### src/rtl/gpu_pkg.sv
// Shared types, default sizes and the cyclic next-active-warp search used by
// the warp sequencer and its round-robin arbiter.
package gpu_pkg;

   typedef enum logic [1:0] {
      IDLE = 2'd0,
      RUN  = 2'd1,
      DONE = 2'd2
   } seq_state_t;

   localparam int NUM_WARPS_DEF = 4;
   localparam int PC_WIDTH_DEF  = 4;
   localparam int MAX_WARPS     = 32;

   // Returns the first set bit strictly after ptr, wrapping at n; ptr itself is
   // reached last, and ptr is returned unchanged when the mask is empty.
   function automatic int next_active(input logic [MAX_WARPS-1:0] mask,
                                      input int ptr,
                                      input int n = NUM_WARPS_DEF);
      int idx;
      next_active = ptr;
      for (int i = MAX_WARPS; i >= 1; i--) begin
         if (i <= n) begin
            idx = (ptr + i) % n;
            if (mask[idx]) next_active = idx;
         end
      end
   endfunction

endpackage

### src/rtl/gpu_rr_arbiter.sv
// Combinational round-robin selector: next set bit of mask after ptr (cyclic),
// plus a flag telling whether any bit is set at all.
module gpu_rr_arbiter
   import gpu_pkg::*;
#(
   parameter int N = NUM_WARPS_DEF,
   parameter int W = (N > 1) ? $clog2(N) : 1
) (
   input  logic [N-1:0] mask,
   input  logic [W-1:0] ptr,
   output logic [W-1:0] next_idx,
   output logic         any
);

   always_comb begin
      next_idx = W'(next_active(MAX_WARPS'(mask), int'(ptr), N));
      any      = |mask;
   end

endmodule

### src/rtl/gpu_warp_sequencer.sv
// Multi-warp program sequencer issuing (warp, pc) pairs round-robin.
// Define GPU_SEQ_PERF_EN to add the issue_count handshake counter output.
module gpu_warp_sequencer
   import gpu_pkg::*;
#(
   parameter  int NUM_WARPS = NUM_WARPS_DEF,
   parameter  int PC_WIDTH  = PC_WIDTH_DEF,
   localparam int WID_W     = (NUM_WARPS > 1) ? $clog2(NUM_WARPS) : 1
) (
   input  logic                 clk,
   input  logic                 rst,
   input  logic                 start,
   input  logic [PC_WIDTH-1:0]  base_pc,
   input  logic [PC_WIDTH-1:0]  end_pc,
   input  logic [NUM_WARPS-1:0] warp_mask,
   output logic                 issue_valid,
   input  logic                 issue_ready,
   output logic [WID_W-1:0]     issue_warp,
   output logic [PC_WIDTH-1:0]  issue_pc,
   output logic [NUM_WARPS-1:0] warp_exit,
`ifdef GPU_SEQ_PERF_EN
   output logic [15:0]          issue_count,
`endif
   output logic                 busy,
   output logic                 done
);

   seq_state_t           state_q, state_d;
   logic [PC_WIDTH-1:0]  pc_q [NUM_WARPS];
   logic [PC_WIDTH-1:0]  pc_d [NUM_WARPS];
   logic [PC_WIDTH-1:0]  end_pc_q, end_pc_d;
   logic [NUM_WARPS-1:0] active_q, active_d, active_post;
   logic [NUM_WARPS-1:0] warp_exit_q, warp_exit_d;
   logic [WID_W-1:0]     ptr_q, ptr_d;
   logic [WID_W-1:0]     rr_next, first_idx;
   logic                 rr_any, first_any;
   logic                 handshake, at_end;
`ifdef GPU_SEQ_PERF_EN
   logic [15:0]          count_q, count_d;
`endif

   // Next warp after ptr, judged on the mask as it stands after this retirement.
   gpu_rr_arbiter #(.N(NUM_WARPS), .W(WID_W)) u_rr (
      .mask     (active_post),
      .ptr      (ptr_q),
      .next_idx (rr_next),
      .any      (rr_any)
   );

   // Searching after the top index yields the lowest set bit of the launch mask.
   gpu_rr_arbiter #(.N(NUM_WARPS), .W(WID_W)) u_first (
      .mask     (warp_mask),
      .ptr      (WID_W'(NUM_WARPS - 1)),
      .next_idx (first_idx),
      .any      (first_any)
   );

   always_comb begin
      state_d     = state_q;
      pc_d        = pc_q;
      end_pc_d    = end_pc_q;
      active_d    = active_q;
      warp_exit_d = warp_exit_q;
      ptr_d       = ptr_q;
`ifdef GPU_SEQ_PERF_EN
      count_d     = count_q;
`endif
      handshake   = (state_q == RUN) && issue_ready;
      at_end      = (pc_q[ptr_q] == end_pc_q);
      active_post = active_q;
      if (handshake && at_end) active_post[ptr_q] = 1'b0;

      case (state_q)
         IDLE: begin
            if (start) begin
               for (int i = 0; i < NUM_WARPS; i++) pc_d[i] = base_pc;
               end_pc_d    = end_pc;
               active_d    = warp_mask;
               warp_exit_d = '0;
               ptr_d       = first_idx;
`ifdef GPU_SEQ_PERF_EN
               count_d     = '0;
`endif
               if (!first_any || (base_pc > end_pc)) begin
                  state_d     = DONE;
                  warp_exit_d = warp_mask;
               end else begin
                  state_d = RUN;
               end
            end
         end
         RUN: begin
            if (handshake) begin
               active_d = active_post;
`ifdef GPU_SEQ_PERF_EN
               if (count_q != 16'hFFFF) count_d = count_q + 16'd1;
`endif
               if (at_end) warp_exit_d[ptr_q] = 1'b1;
               else        pc_d[ptr_q] = pc_q[ptr_q] + PC_WIDTH'(1);
               if (rr_any) ptr_d = rr_next;
               else        state_d = DONE;
            end
         end
         DONE:    state_d = IDLE;
         default: state_d = IDLE;
      endcase
   end

   always_ff @(posedge clk) begin
      if (rst) begin
         state_q     <= IDLE;
         end_pc_q    <= '0;
         active_q    <= '0;
         warp_exit_q <= '0;
         ptr_q       <= '0;
`ifdef GPU_SEQ_PERF_EN
         count_q     <= '0;
`endif
      end else begin
         state_q     <= state_d;
         end_pc_q    <= end_pc_d;
         active_q    <= active_d;
         warp_exit_q <= warp_exit_d;
         ptr_q       <= ptr_d;
`ifdef GPU_SEQ_PERF_EN
         count_q     <= count_d;
`endif
      end
   end

   for (genvar gi = 0; gi < NUM_WARPS; gi++) begin : g_pc
      always_ff @(posedge clk) begin
         if (rst) pc_q[gi] <= '0;
         else     pc_q[gi] <= pc_d[gi];
      end
   end

   // Issue payload comes straight from state registers so it cannot glitch during a stall.
   assign issue_valid = (state_q == RUN);
   assign issue_warp  = ptr_q;
   assign issue_pc    = pc_q[ptr_q];
   assign warp_exit   = warp_exit_q;
   assign busy        = (state_q != IDLE);
   assign done        = (state_q == DONE);
`ifdef GPU_SEQ_PERF_EN
   assign issue_count = count_q;
`endif

endmodule

### config.mk
export PLATFORM = sky130hd
export DESIGN_NAME = gpu_warp_sequencer
export DESIGN_NICKNAME = d
export VERILOG_FILES = /design/src/rtl/gpu_pkg.sv /design/src/rtl/gpu_rr_arbiter.sv /design/src/rtl/gpu_warp_sequencer.sv
export SDC_FILE = /design/constraint.sdc
export NUM_CORES = 1
export LEC_CHECK = 0
export BUFFER_PORTS_ARGS = -buffer_cell sky130_fd_sc_hd__buf_4
export CORE_UTILIZATION = 45
export DETAILED_ROUTE_END_ITERATION = 6
export PLACE_DENSITY_LB_ADDON = 0.12
export SYNTH_ARGS = -nofsm -noshare
export SYNTH_HDL_FRONTEND = slang
export SYNTH_SLANG_ARGS = --single-unit
### constraint.sdc
create_clock -name clk -period 3.4 [get_ports clk]
set_input_delay 0.34 -clock clk [delete_from_list [all_inputs] [get_ports clk]]
set_output_delay 0.34 -clock clk [all_outputs]
set_load 0.05 [all_outputs]
Yosys cells after proc, flatten, opt, wreduce, memory -nomap -nowiden:

Index checks and enable logic that the tools add are counted.

* flip-flop bits (word level): 32
* output and inout bits: 13
* word-level logic and storage cells: 111

* add/subtract/negate cells: 5
* $lt $le $gt $ge: 9
* eq/ne operators: 10
* mux-type cells: 49
* bitwise operators: 8
* reduce and logical (&&, ||, !) cells: 21

Operators by type and width (number)
* 16-bit two-way mux: 3
* 4-bit two-way mux: 10
* 16-bit one-hot mux with 2 select lines: 1
* 3-bit by 7-bit < comparator with 1-bit output, second input constant: 4
* 2-bit two-way mux: 13
* 16-bit bitwise mux: 1
* 4-bit one-hot mux with 2 select lines: 2
* 1-bit binary-select mux with 3-bit select: 4
* 1-bit two-way mux: 10
* 4-bit binary-select mux with 2-bit select: 1
* 4-bit demux with 2-bit select: 1
* 2-bit one-hot mux with 2 select lines: 2
* 4-bit AND reduction: 2
* 2-bit OR reduction: 4
* 4-bit OR reduction: 2
* 2-bit by 1-bit != test with 1-bit output, second input constant: 3
* 2-bit != test, second input constant: 3
* 3-bit AND reduction: 2
* 5-bit by 1-bit != test with 1-bit output, second input constant: 1
* 5-bit AND reduction: 1
* 2-bit by 1-bit adder with 2-bit output, second input constant: 2
* 2-bit adder, second input constant: 2
* 4-bit by 1-bit adder with 4-bit output, second input constant: 1
* 1-bit AND, first input constant: 4
* 19 further kinds: 23

Logic depth before layout (Yosys ltp):

Gate-level depths: netlist (run 1).

* word-level depth: 17
* depth in mapped cells: 14
* gate-level depth less buffers: 12

Hierarchy:

From an unflattened synthesis (run 1), not the netlist that was laid out.

* cells, all modules: 230
* area, all modules: 1929.4 µm²

By module, submodules not included
* gpu_warp_sequencer: instances 1, cells each 202, area each 1764.2 µm², sequential area each 640.6 µm²
* gpu_rr_arbiter: instances 2, cells each 14, area each 82.6 µm², sequential area each 0.0 µm²

Least setup slack after synthesis (run 1):

Ideal clock, no wire load.

* path kind: register to register
* start point: reg ptr_q[0], in the netlist issue_warp[0]
* end point: reg ptr_q[0], in the netlist issue_warp[0]
* data arrival time: 3.135 ns
* setup slack: 0.186 ns
* stages on the path, launching flop included: 11
* buffers on the path: 1
* clock period less this slack: 3.214 ns
* cells stage by stage: dfxtp_1 buf_6 mux4_2 xnor2_2 nand4_4 o21ai_2 mux4_1 a31oi_1 xnor2_1 a21oi_1 a211oi_2

* longest elaborated chain between the ends: 16
* elaborated cells between the ends (all ways): 49

Ends and longest elaborated chain
* start: declaration: line gpu_warp_sequencer.sv:34 `logic [WID_W-1:0] ptr_q, ptr_d;`
* start signal: assignment: line gpu_warp_sequencer.sv:124 `ptr_q <= ptr_d;`
* 2-bit NOT with 3-bit output *
* 4-bit binary-select mux with 2-bit select *
* 4-bit two-way mux * (2 in a row)
* net issue_pc[3]: line gpu_warp_sequencer.sv:19 `output logic [PC_WIDTH-1:0] issue_pc,`
* 4-bit == test *: line gpu_warp_sequencer.sv:69 `at_end = (pc_q[ptr_q] == end_pc_q);`
* 1-bit logical AND *: line gpu_warp_sequencer.sv:71 `if (handshake && at_end) active_post[ptr_q] = 1'b0;`
* 4-bit two-way mux *: line gpu_warp_sequencer.sv:71
* 1-bit binary-select mux with 3-bit select: line gpu_pkg.sv:25 `if (mask[idx]) next_active = idx;`
* 1-bit two-way mux (not written as such) (2 in a row): line gpu_pkg.sv:25
* 2-bit two-way mux (3 in a row): line gpu_pkg.sv:25
* 2-bit two-way mux: line gpu_warp_sequencer.sv:100 `if (rr_any) ptr_d = rr_next;`
* 2-bit two-way mux: line gpu_warp_sequencer.sv:93 `if (handshake) begin`
* 2-bit one-hot mux with 2 select lines: line gpu_warp_sequencer.sv:73 `case (state_q)`

The timed path passes the listed nets; every way through them passes the cells marked *. The select of a mux whose other input is x is not followed.
A chain may end at the register's enable or synchronous reset.

Worst setup path after layout (run 1):

* start point: reg ptr_q[0], in the netlist issue_warp[0]
* end point: reg ptr_q[0], in the netlist issue_warp[0]

* longest elaborated chain between the ends: 16
* elaborated cells between the ends (all ways): 49

Ends and longest elaborated chain (line)
* 2-bit by 3-bit < comparator with 1-bit output (not written as such), or another cell as far along: gpu_warp_sequencer.sv:71
* 1-bit logical AND (not written as such) / 4-bit binary-select mux with 2-bit select (equally long branches): gpu_warp_sequencer.sv:71, gpu_warp_sequencer.sv:69
* 1-bit two-way mux (not written as such) / 4-bit two-way mux (equally long branches): gpu_warp_sequencer.sv:71, gpu_warp_sequencer.sv:69
* 1-bit demux with 2-bit select / 4-bit two-way mux (equally long branches): gpu_warp_sequencer.sv:71, gpu_warp_sequencer.sv:69
* 4-bit NOT (no line) / 4-bit == test (equally long branches)
* 4-bit AND (no line) / 1-bit logical AND (equally long branches)
* 4-bit two-way mux: gpu_warp_sequencer.sv:71
* 1-bit binary-select mux with 3-bit select: gpu_pkg.sv:25
* 1-bit two-way mux (not written as such) (2 in a row): gpu_pkg.sv:25
* 2-bit two-way mux (3 in a row): gpu_pkg.sv:25
* 2-bit two-way mux: gpu_warp_sequencer.sv:100
* 2-bit two-way mux: gpu_warp_sequencer.sv:93
* 2-bit one-hot mux with 2 select lines: gpu_warp_sequencer.sv:73

Parallel ways exist; a longest one is shown, timed or not. The select of a mux whose other input is x is not followed.

==> results of run 1 <==
worst reg2reg max path, delay by kind of cell, from the launching register on:
family          cells  cell delay, ns
xor+xnor            1            0.18
flops               1            0.50
buf+inv             1            0.10
compound gates      6            1.45
simple gates        2            0.27
mux                 1            0.35
area by class of cell:
| cell class | instances | share of cell area |
|---|---|---|
| clock buffers | 6 | 0.03032 |
| clock inverters | 2 | 0.01464 |
| inverters | 10 | 0.01568 |
| multi-input cells | 194 | 0.5442 |
| flip-flops and latches | 32 | 0.2676 |
| well taps | 52 | 0.02718 |
| repair buffers | 32 | 0.1004 |
sequential cells by signal, indices dropped and copies added (netlist names):
register / flops
pc_q: 16
active_q: 4
end_pc_q: 4
warp_exit: 4
issue_warp: 2
state_q: 2
kinds of logic after synthesis:
family,after synthesis,share of synthesized area
AND/OR/NAND/NOR,88,0.2033
AO/OA/AOI/OAI,81,0.2619
flip-flops,32,0.3126
buffers and inverters,25,0.05189
multiplexers,9,0.07448
adder cells (fa/ha/maj),9,0.05495
XOR/XNOR,7,0.04091
metal layers:
metal | vias to the layer above | part of all wire
met4 | 0 | 0.016
li1 | 953 | -
met5 | - | 0
met1 | 888 | 0.47
met2 | 53 | 0.48
met3 | 11 | 0.035
layout by cell type, fill, tap and decap left out, types with 4 or more instances in the layout:
| cell type | count |
|---|---|
| dfxtp_1 | 32 |
| buf_4 | 32 |
| nor2_1 | 30 |
| nand2_1 | 27 |
| a21oi_1 | 20 |
| o211ai_1 | 16 |
| o21ai_0 | 15 |
| inv_1 | 9 |
| a31oi_1 | 9 |
| ha_1 | 9 |
| a211oi_1 | 8 |
| nand2b_1 | 7 |
| nor3_1 | 7 |
| and2_1 | 6 |
| clkbuf_8 | 5 |
| o21ai_2 | 4 |
how the worst max path moves through the flow:
stage | start | end | slack, ns | depth (start not counted)
finish | issue_warp[0]$_SDFFE_PP0P_ | issue_warp[0]$_SDFFE_PP0P_ | 0.46 | 11
global route | issue_warp[1]$_SDFFE_PP0P_ | issue_warp[0]$_SDFFE_PP0P_ | 0.24 | 9
CTS | issue_warp[0]$_SDFFE_PP0P_ | issue_warp[0]$_SDFFE_PP0P_ | 0.48 | 11
detailed placement | issue_warp[0]$_SDFFE_PP0P_ | issue_warp[0]$_SDFFE_PP0P_ | 0.51 | 11
global placement | issue_warp[1]$_SDFFE_PP0P_ | issue_warp[1]$_SDFFE_PP0P_ | 0.57 | 9
floorplan | issue_warp[0]$_SDFFE_PP0P_ | issue_warp[0]$_SDFFE_PP0P_ | 0.19 | 10
power by group:
| part | leakage, µW | total, µW | internal [µW] | switching [µW] |
|---|---|---|---|---|
| clock | 0.0000552 | 366 | 217 | 149 |
| sequential | 0.000265 | 480 | 435 | 44.1 |
| combinational | 0.000616 | 677 | 245 | 432 |
metrics by stage:
stage               utilization  power (µW)  std cells
CTS                      0.5497        1524        328
global route             0.5497        1608        328
detailed placement       0.5250        1156        320
floorplan                     -       990.0        251
finish                   0.5497        1522        328
global placement         0.5250        1154        320
==> out/results.tsv, run 1 <==
stage	metric	value	unit
hold_path	Worst Hold Class	input pin to register	
place	Routability Congestion	0.8942	
final_layout	area delta synth->final	16.79	%
clocking	worst skew pair latency	0.29	ns
critical_path	flop-to-flop setup slack	0.46	ns
critical_path	r2r worst-path depth	11	
floorplanning	chip width	69.49	µm
clocking	Root Driver	clkbuf_8	
logic_synthesis	mapped cell area	2049	µm²
logic_synthesis	ys async rst share	0	
logic_synthesis	Post-synth top cells	dfxtp_1 (32), nor2_1 (30), nand2_1 (27)	
critical_path	Largest delay share family, worst path	compound AO/OA/AOI/OAI gates	
detailed_routing	Vias	1905	
critical_path	CP Buf/Inv Count	1	
logic_synthesis	Post-Synthesis Cells	251	
sta	Hold Vio Cnt, Final	0	
hold_path	hold endpoint	end_pc_q[3]$_SDFFE_PP0P_	
clocking	Post-CTS Setup Inserts	0	
place	Post-DP Area	2286	µm²
logic_synthesis	synth warn	0	
sta	Tightest Pin Transition	0.5242	ns
logic_synthesis	biggest area consumer among synthesized cells	dfxtp_1	
logic_synthesis	Main synth FF type	dfxtp_1	
clocking	CTS Sinks	32	
critical_path	worst path arrival time	3.15	ns
floorplanning	Initial Util	0.4707	
global_routing	GRT Residual Overflow	0	
global_routing	number of global-route vias before repair	1814	
detailed_routing	1st-iter DRT viols	205	
global_routing	number of antenna violations at the first check in global routing	0	
critical_path	CP Launch Type	register	
logic_synthesis	syn nets	276	
global_routing	GR Layer Usage met2	0.3743	
critical_path	reg2reg end	issue_warp[0]$_SDFFE_PP0P_	
clocking	CTS tree	done	
final_layout	area of the multi-input gates	1303	µm²
floorplanning	core area	4354	µm²
detailed_routing	routed vias/inst	5.808	
place	Placement Setup Slack	0.5112	ns
global_routing	met3 Usage GRT	0.04506	
detailed_routing	ANT nets after route	0	
power_and_ir_drop	leakage power	0.0009356	µW
clocking	Worst-path clk slew	0.07	ns
sta	Final period util	0.8641	
detailed_routing	DRT Wirelength	5445	µm
logic_synthesis	flip-flop and latch count after synthesis	32	
logic_synthesis	Post-synth EDFFs	0	
sta	final worst slack	0.4620	ns
clocking	H-tree Lvls	2	
clocking	Post-CTS Resized	0	
sta	Slew Limit Fails	0	
clocking	CTS Buffer Depth	2	
floorplanning	Die Y-Extent	69.49	µm
sta	relative slew slack	0.6460	
critical_path	Slowest cell on crit path	dfxtp_1	
final_layout	Final Instance Area	2394	µm²
detailed_routing	wire per inst	16.60	µm
floorplanning	Top Ports	29	
floorplanning	FP Rows	24	
place	Buffers on Ports	28	
global_routing	gr usage total	0.2386	
global_routing	met1 usage in global routing	0.3156	
final_layout	Sequential Area	640.6	µm²
clocking	cts hold-fix bufs	0	
sta	highest clock rate	340.4	MHz
power_and_ir_drop	pwr/cell area	636.0	nW/µm²
critical_path	Worst Setup End Kind	register	
hold_path	cell depth of the worst min-delay path	3	
final_layout	Nets	300	
hold_path	Hold Crit Start	end_pc[3]	
final_layout	diodes inserted	0	
critical_path	reg2reg start	issue_warp[0]$_SDFFE_PP0P_	
global_routing	largest net degree at the start of global routing	33	
sta	final setup fails	0	
sta	Period minus WS final	2.938	ns
flow_run	MaxCap Viol Count	0	
sta	final clock skew	0.003514	ns
clocking	CTS Buf Count	5	
logic_synthesis	syn_area_per_cell	8.165	µm²
logic_synthesis	leading post-synthesis cells by cell area	dfxtp_1 (31%), o211ai_1 (5.9%), ha_1 (5.5%), nor2_1 (5.5%), nand2_1 (4.9%)	
final_layout	fillcell total	432	
detailed_routing	detailed-route DRC error count	0	
global_routing	first-pass GRT wire length	8935	µm
logic_synthesis	most common cell in the netlist	dfxtp_1	
critical_path	Max FO, Critical Path	9	
global_routing	GRT Max-Usage Layer	met2	
sta	hold slack	0.3058	ns
place	Detailed Place HPWL	3976	µm
run_status	status	finished, final reports clean	
sta	RSZ-0062 raised after global routing	no	
power_and_ir_drop	VDD IR max	0.0002651	V
critical_path	Data required, critical path	3.61	ns
critical_path	slowest stage delay, CP	0.50	ns
logic_synthesis	distinct cell type count after synthesis	44	
sta	TNS Setup	0	ns
logic_synthesis	Seq/Total Area, Yosys	0.3126	
floorplanning	total die area	4828	µm²
detailed_routing	First-pass DRT Iterations	4	
logic_synthesis	Synth top area share	0.3126	
critical_path	CP Cell Sequence	mux2_4, o21ai_4, inv_2, xnor2_2, nand4_4, o21ai_2, a41oi_1, a221o_1, a21oi_2, nor2_1, a211oi_2	
critical_path	kind of critical path	register to register	
final_layout	share of cells above drive strength 1	0.2029	
Note: power is estimated with default switching activity, not from simulation.
==> inputs of run 2 (changes only) <==
--- a/config.mk
+++ b/config.mk
@@ -5,10 +5,11 @@
 export SDC_FILE = /design/constraint.sdc
 export NUM_CORES = 1
 export LEC_CHECK = 0
-export BUFFER_PORTS_ARGS = -buffer_cell sky130_fd_sc_hd__buf_4
+export BUFFER_PORTS_ARGS = -buffer_cell sky130_fd_sc_hd__buf_2
 export CORE_UTILIZATION = 45
 export DETAILED_ROUTE_END_ITERATION = 6
 export PLACE_DENSITY_LB_ADDON = 0.12
+export SKIP_LAST_GASP = 1
 export SYNTH_ARGS = -nofsm -noshare
 export SYNTH_HDL_FRONTEND = slang
 export SYNTH_SLANG_ARGS = --single-unit
==> run 2 against run 1 <==
Effect of this change: critical endpoint unchanged; global-route usage shrank 0.069 points; clock skew grew 0.00075 ns; register-to-register slack gained 0.03 ns; wire length shrank 1.2%; cell count shrank 0.30%; sequential share of layout area grew 1.2 points; first-iteration DRC count shrank 42%; total power shrank 7.4%; sequential cell count is the same; maximum frequency grew 0.89%; combinational power shrank 4.0%.
==> out/results.tsv, run 2 (same netlist as run 1, synthesis figures left out) <==
stage	metric	value	unit
hold_path	Worst Hold Class	input pin to register	
sta	highest clock rate	343.4	MHz
critical_path	CP Cell Sequence	mux4_2, xnor2_1, nand4_4, o21ai_2, a41oi_1, a221o_1, a21oi_2, nor2_1, a211oi_2	
detailed_routing	1st-iter DRT viols	119	
global_routing	GRT Residual Overflow	0	
critical_path	Worst Setup End Kind	register	
floorplanning	chip width	69.49	µm
clocking	CTS tree	done	
sta	Period minus WS final	2.912	ns
sta	Hold Vio Cnt, Final	0	
global_routing	number of antenna violations at the first check in global routing	0	
flow_run	MaxCap Viol Count	0	
floorplanning	Initial Util	0.4707	
final_layout	Nets	300	
floorplanning	FP Rows	24	
critical_path	Data required, critical path	3.60	ns
detailed_routing	routed vias/inst	5.801	
critical_path	slowest stage delay, CP	0.59	ns
floorplanning	Die Y-Extent	69.49	µm
critical_path	CP Buf/Inv Count	0	
sta	Slew Limit Fails	0	
final_layout	Largest Register	pc_q	
clocking	worst skew pair latency	0.28	ns
sta	RSZ-0062 raised after global routing	no	
clocking	Post-CTS Resized	0	
detailed_routing	Vias	1897	
power_and_ir_drop	leakage power	0.0009058	µW
power_and_ir_drop	pwr/cell area	614.9	nW/µm²
sta	hold slack	0.3062	ns
power_and_ir_drop	VDD IR max	0.0002489	V
critical_path	Max FO, Critical Path	9	
sta	Final period util	0.8565	
run_status	status	finished, final reports clean	
critical_path	kind of critical path	register to register	
global_routing	number of global-route vias before repair	1873	
detailed_routing	First-pass DRT Iterations	4	
detailed_routing	DRT Wirelength	5378	µm
detailed_routing	detailed-route DRC error count	0	
sta	TNS Setup	0	ns
global_routing	largest net degree at the start of global routing	33	
clocking	CTS Buf Count	5	
critical_path	crit path from	issue_warp[1]$_SDFFE_PP0P_	
floorplanning	Top Ports	29	
critical_path	worst path arrival time	3.12	ns
final_layout	max reg flops	16	
sta	relative slew slack	0.5963	
clocking	Root Driver	clkbuf_8	
clocking	cts hold-fix bufs	0	
final_layout	fillcell total	438	
critical_path	Slowest cell on crit path	mux4_2	
global_routing	gr usage total	0.2379	
global_routing	first-pass GRT wire length	9066	µm
clocking	Post-CTS Setup Inserts	0	
sta	final clock skew	0.004261	ns
place	Buffers on Ports	28	
clocking	CTS Buffer Depth	2	
final_layout	diodes inserted	0	
floorplanning	core area	4354	µm²
final_layout	commonest non-fill, non-tap cell in the layout	dfxtp_1	
floorplanning	total die area	4828	µm²
critical_path	reg2reg start	issue_warp[1]$_SDFFE_PP0P_	
clocking	H-tree Lvls	2	
place	Routability Congestion	0.8686	
critical_path	Largest delay share family, worst path	compound AO/OA/AOI/OAI gates	
clocking	Worst-path clk slew	0.07	ns
hold_path	Hold Crit Start	end_pc[3]	
sta	final setup fails	0	
final_layout	share of cells above drive strength 1	0.2000	
critical_path	CP Launch Type	register	
power_and_ir_drop	Tot Pwr	1410	µW
detailed_routing	wire per inst	16.45	µm
place	Detailed Place HPWL	3964	µm
final_layout	most frequent cells in the layout	dfxtp_1 (32), nor2_1 (30), buf_2 (28)	
sta	Tightest Pin Transition	0.6055	ns
clocking	CTS Sinks	32	
final_layout	area delta synth->final	11.90	%
detailed_routing	ANT nets after route	0	
==> run 2: metrics by stage <==
step / cells / util / setup WS [ns] / instance area, µm²
after global placement: 320 / 0.5089 / 0.5855 / 2216
after detailed placement: 320 / 0.5089 / 0.5204 / 2216
after floorplan: 251 / - / 0.1856 / 2049
after CTS: 327 / 0.5267 / 0.4853 / 2293
final: 327 / 0.5267 / 0.4880 / 2293
after global routing: 327 / 0.5267 / 0.2828 / 2293
==> run 2: cell type report <==
type | instances | area [µm²] | area share
multi-input combinational | 194 | 1303 | 0.5679
sequential | 32 | 640.6 | 0.2793
timing repair buffer | 32 | 170.2 | 0.07420
clock buffer | 6 | 72.57 | 0.03164
tap | 52 | 65.06 | 0.02837
inverter | 10 | 37.54 | 0.01637
clock inverter | 1 | 5.005 | 0.002182
==> run 2: routing by layer <==
| layer | up-vias | wire (µm) | track usage |
|---|---|---|---|
| li1 | 952 | - | - |
| met3 | 11 | 212 | 0.03779 |
| met5 | - | 0 | 0 |
| met1 | 877 | 2504 | 0.3135 |
| met4 | 0 | 117 | 0.1111 |
| met2 | 57 | 2543 | 0.3808 |
==> run 2: tightest hold or removal path, stage by stage <==
cell and delay [ns]:
buf_2 0.10, nand2_1 0.05, a21oi_1 0.05
==> run 2: final timing paths <==
check                                                   to  slack, ns  cells past startpoint
worst max register to register  issue_warp[0]$_SDFFE_PP0P_       0.49                      9
worst min-delay path              end_pc_q[3]$_SDFFE_PP0P_       0.31                      3
worst min register to register    end_pc_q[2]$_SDFFE_PP0P_       0.49                      2
worst max-delay path            issue_warp[0]$_SDFFE_PP0P_       0.49                      9
==> run 2: power by group <==
| group | internal [µW] | leakage, µW | total (µW) | switching, µW |
|---|---|---|---|---|
| clock | 139 | 0.0000410 | 280 | 141 |
| combinational | 223 | 0.000600 | 650 | 428 |
| sequential | 436 | 0.000265 | 480 | 44.1 |
| total | 798 | 0.000906 | 1410 | 613 |
